[src/rtl/uart_rx_ctrl.sv]
`default_nettype none
// ============================================================================
// Module   : uart_rx_ctrl
// Purpose  : UART receive-side controller with a show-ahead byte FIFO, receiver
//            flow control and sticky error status. Optional irq output when
//            UART_RXC_IRQ_EN is defined.
// Revision : 1.0 - initial release
// ============================================================================
module uart_rx_ctrl #(
    parameter int SIZE      = 8,
    parameter int DEPTH     = 4,
    parameter int AW        = 2
`ifdef UART_RXC_IRQ_EN
    ,
    parameter int IRQ_LEVEL = 1
`endif
) (
    input  logic            sample_clock,
    input  logic            resetn,
    input  logic [SIZE-1:0] rx_data,
    input  logic            rx_done,
    input  logic            rx_err1,
    input  logic            rx_err2,
    output logic            rx_busy,
    input  logic            host_rd,
    output logic [SIZE-1:0] host_data,
    output logic            host_empty,
    output logic [AW:0]     host_count,
    output logic            err_ovr,
    output logic            err_frm,
`ifdef UART_RXC_IRQ_EN
    output logic            irq,
`endif
    input  logic            err_clr
);

    typedef enum logic [0:0] {
        ST_IDLE    = 1'b0,
        ST_CAPTURE = 1'b1
    } state_t;

    localparam logic [AW:0] c_full   = (AW+1)'(DEPTH);
    localparam logic [AW:0] c_almost = (AW+1)'(DEPTH - 1);
    localparam logic [AW:0] c_one    = (AW+1)'(1);

    state_t            r_state;
    state_t            w_state_nxt;
    logic [SIZE-1:0]   r_mem [DEPTH];
    logic [AW-1:0]     r_wr_ptr;
    logic [AW-1:0]     r_rd_ptr;
    logic [AW:0]       r_count;
    logic [AW:0]       w_count_nxt;
    logic              r_err_ovr;
    logic              r_err_frm;
    logic              w_ovr_nxt;
    logic              w_frm_nxt;
    logic              w_wr;
    logic              w_rd;

    always_comb begin
        w_state_nxt = r_state;
        w_ovr_nxt   = err_clr ? 1'b0 : r_err_ovr;
        w_frm_nxt   = err_clr ? 1'b0 : r_err_frm;
        w_wr        = 1'b0;
        w_rd        = host_rd && (r_count != '0);
        case (r_state)
            ST_IDLE: begin
                // overrun outranks framing; only a clean frame is captured
                if (rx_done) begin
                    if (rx_err1)      w_ovr_nxt   = 1'b1;
                    else if (rx_err2) w_frm_nxt   = 1'b1;
                    else              w_state_nxt = ST_CAPTURE;
                end
            end
            ST_CAPTURE: begin
                w_wr        = 1'b1;
                w_state_nxt = ST_IDLE;
            end
            default: w_state_nxt = ST_IDLE;
        endcase
        case ({w_wr, w_rd})
            2'b10:   w_count_nxt = r_count + c_one;
            2'b01:   w_count_nxt = r_count - c_one;
            default: w_count_nxt = r_count;
        endcase
    end

    always_ff @(posedge sample_clock or negedge resetn) begin
        if (!resetn) begin
            r_state   <= ST_IDLE;
            r_wr_ptr  <= '0;
            r_rd_ptr  <= '0;
            r_count   <= '0;
            r_err_ovr <= 1'b0;
            r_err_frm <= 1'b0;
            for (int i = 0; i < DEPTH; i++) r_mem[i] <= '0;
        end else begin
            r_state   <= w_state_nxt;
            r_count   <= w_count_nxt;
            r_err_ovr <= w_ovr_nxt;
            r_err_frm <= w_frm_nxt;
            if (w_wr) begin
                r_mem[r_wr_ptr] <= rx_data;
                r_wr_ptr        <= r_wr_ptr + 1'b1;
            end
            if (w_rd) r_rd_ptr <= r_rd_ptr + 1'b1;
        end
    end

`ifdef UART_RXC_IRQ_EN
    localparam logic [AW:0] c_irq_level = (AW+1)'(IRQ_LEVEL);
    logic r_irq;

    // computed from next-state values so irq moves with the count/flags
    always_ff @(posedge sample_clock or negedge resetn) begin
        if (!resetn) r_irq <= 1'b0;
        else         r_irq <= (w_count_nxt >= c_irq_level) || w_ovr_nxt || w_frm_nxt;
    end

    assign irq = r_irq;
`endif

    assign rx_busy    = (r_count == c_full) ||
                        ((r_state == ST_CAPTURE) && (r_count == c_almost));
    assign host_data  = r_mem[r_rd_ptr];
    assign host_empty = (r_count == '0);
    assign host_count = r_count;
    assign err_ovr    = r_err_ovr;
    assign err_frm    = r_err_frm;

endmodule
`default_nettype wire

[config.mk]
export PLATFORM = sky130hd
export DESIGN_NAME = uart_rx_ctrl
export DESIGN_NICKNAME = d
export VERILOG_FILES = /design/src/rtl/uart_rx_ctrl.sv
export SDC_FILE = /design/constraint.sdc
export NUM_CORES = 1
export LEC_CHECK = 0
export CAP_MARGIN = 20
export CELL_PAD_IN_SITES_DETAIL_PLACEMENT = 0
export CELL_PAD_IN_SITES_GLOBAL_PLACEMENT = 1
export CORE_UTILIZATION = 35
export DETAILED_ROUTE_END_ITERATION = 12
export PLACE_DENSITY_LB_ADDON = 0.15
export SYNTH_ARGS = -nofsm -noshare
export SYNTH_HDL_FRONTEND = slang
export SYNTH_SLANG_ARGS = --single-unit
[constraint.sdc]
create_clock -name sample_clock -period 1.8 [get_ports sample_clock]
set_input_delay 0.36 -clock sample_clock [delete_from_list [all_inputs] [get_ports sample_clock]]
set_output_delay 0.36 -clock sample_clock [all_outputs]
set_load 0.02 [all_outputs]
==> results.toml <==
[setup_path]
worstPathRequired_ns = 1.44
path_common_cell = "buf_6"
crit_path_top_delay_cell = "mux4_2"
crit_chain = "buf_6 -> buf_6 -> mux4_2 -> buf_6"
arrival_ns = 1.55
crit_path_start_kind = "flip-flop"
worst-path-buf-inv = 3
end_kind = "output port"
cp_max_fo = 5
critPathKind = "reg2out"
cp_top_family = "multiplexers"
cpPeakStageDelay_ns = 0.49

[timing]
tightest_slew_ns = 0.261
setup_slack_ns = -0.109
fin_crit_ns = 1.91
clock-skew-final_ns = 0.00724
period_share_pct = 106
drv_slew = 0
slew_headroom_pct = 82.5
setup_viol_count_final = 8
rsz0062_at_grt = "yes"
hold_viol = 0
fmax_ghz = 0.524

[yosys]
ys_ff_latch = 42
yosys-top-cells-area = "dfrtp_1 (56%), mux2_2 (19%), mux4_2 (9.5%), ha_1 (3.3%), xor2_1 (1.9%)"
synth_edf_count = 0
synth_top_area_cell = "dfrtp_1"
ys_seq_area_share_pct = 55.5
synth_area_per_cell_um2 = 15.5
ys_types = 22
ys_warn_count = 0
async_flop_share_pct = 100
mappedNetlistArea_mm2 = 0.00189
postSynthCellCount = 122
syn_nets = 143
synth_flop_cell = "dfrtp_1"
synth_top_area_share_pct = 55.5

[grt]
grt_max_degree = 43
grt_first_pass_wirelength_um = 5800
grt_pass1_vias = 1181
grt_antenna_before_repair = 0
grtUsageTotal_pct = 14.4
grt_overflow_total = 0

[floorplanning]
die_area_mm2 = 0.00571
ios = 30
core_mm2 = 0.00517
initial_utilization_pct = 36.6
die_w_um = 75.5
die_y_um = 75.5
rows = 26

[final_layout]
final_nets = 188
drive_gt1_share_pct = 48.2
diodes = 0
area_growth_pct = 30.1
fin_util_pct = 47.6

[worst_hold_path]
hp-class = "in2async"

[job]
max-cap-violations = 0

[drt]
vias = 1136
firstDrtPassIters = 2
drc = 0
wl_per_cell_um = 15.1
drtAntennaViolNets = 0
avgViaCountPerCell = 4.77
routed_wl_um = 3590
drt_first_iter_violations = 41

[pwr]
vdd_drop_max_v = 0.000886
power.density_mw_per_mm2 = 1810
power_leakage_uw = 0.00107

[clocking]
cts_root_buf = "clkbuf_8"
clock_latency_ns = 0.29
cts_buffers = 5
cts.htree.levels = 2
cts_max_path_buffers = 2
cts_tree = "built"
ctsHoldBuffers = 0
cts_sinks = 42
clkSlewWorstSetupHoldPaths_ns = 0.08

[placement]
place_ws_ns = -0.266
gp_congestion = 0.682
io_buffers = 29
hpwl_um = 2440

[run_status]
violations = "negative setup slack"
status = "finished with violations"
## report_power, final
part	internal, uW	switching, uW
Clock	308	323
Combinational	1280	852
Sequential	1410	300
Total	2990	1480
## cell usage in the layout, fill, tap and decap left out
cell	instances
nor2b_1	1
ha_2	1
nand3_1	2
inv_2	1
dlygate4sd2_1	1
clkdlybuf4s50_1	17
inv_1	6
clkbuf_2	1
buf_6	11
buf_4	8
a32o_1	1
clkinvlp_4	1
o21ai_0	2
xor2_1	4
mux2i_1	1
fa_2	1
clkbuf_8	6
nand2_1	2
buf_12	1
o31a_1	1
dfrtp_1	38
nor2_1	1
dlymetal6s2s_1	1
mux2_2	32
a22o_1	1
ha_1	4
clkinv_2	1
nor3b_1	1
nand2_2	4
mux4_2	8
buf_2	1
dfrtp_2	4
nor3_1	1
xnor2_1	2
## Yosys cell counts (2+ instances only)
cell type / n
o21ai_0: 2
xor2_1: 4
ha_1: 5
nand2_1: 2
dfrtp_1: 42
nand2_2: 4
nand3_1: 2
mux2_2: 32
buf_6: 2
mux4_2: 8
xnor2_1: 2
inv_1: 7
## cell type report
class	instances	area, um2
Multi-Input combinational cell	70	793
Fill cell	442	2710
Timing Repair Buffer	41	405
Tap cell	70	87.6
Clock inverter	2	12.5
Sequential cell	42	1060
Clock buffer	6	82.6
Inverter	7	26.3
## final timing paths
kind                            cells after the start  slack (ns)           from             to
worst max-delay path                                4       -0.11    r_rd_ptr[0]   host_data[2]
worst min-delay path                                2        0.03         resetn      r_mem[12]
worst max register to register                      7        0.08  host_count[2]  host_count[2]
worst min register to register                      1        0.50        err_ovr        err_ovr
max in group asynchronous                           2        1.56         resetn  host_count[0]
min in group sample_clock                           1        0.50        err_ovr        err_ovr
## stage by stage
stage	TNS (ns)	instances	total power [uW]	instance area [um2]	hold slack (ns)
floorplan	0	122	2940	1890	0.0644
global placement	-1.21	225	3610	2300	0.348
detailed placement	-1.35	225	3710	2300	0.352
CTS	-0.667	235	4380	2410	0.0351
global route	-1.04	238	4760	2460	0.0434
finish	-0.438	238	4470	2460	0.0292
## layer usage
metal | vias up | GRT usage [%] | part of all wire [%]
li1 | 529 | - | -
met1 | 575 | 18.5 | 46
met4 | 0 | 4.94 | 1.3
met3 | 5 | 4.23 | 4.7
met5 | - | 0 | 0
met2 | 27 | 23.3 | 48
## kinds of logic after synthesis
family | synth area share (%)
DFF | 55.5
buffers and inverters | 2.84
adders and majority gates | 4.36
muxes | 29.1
xor gates and xnor gates | 2.78
AOI/OAI and AO/OA | 1.98
and+or+nand+nor | 3.44
## timing repair
| action | 4_1_cts | 5_1_grt |
|---|---|---|
| endpoints found under the setup margin | 10 | 11 |
| pin swaps | 0 | 6 |
| gates resized for setup | 48 | 17 |
| buffers inserted | 2 | 4 |
## sequential cells by signal, summed over array words and instances, names as in the netlist
name and flops:
r_state 1, r_rd_ptr 2, r_wr_ptr 2, r_mem 32, err_ovr 1, host_count 3, err_frm 1
No activity file was read; power rests on OpenSTA's default activity.
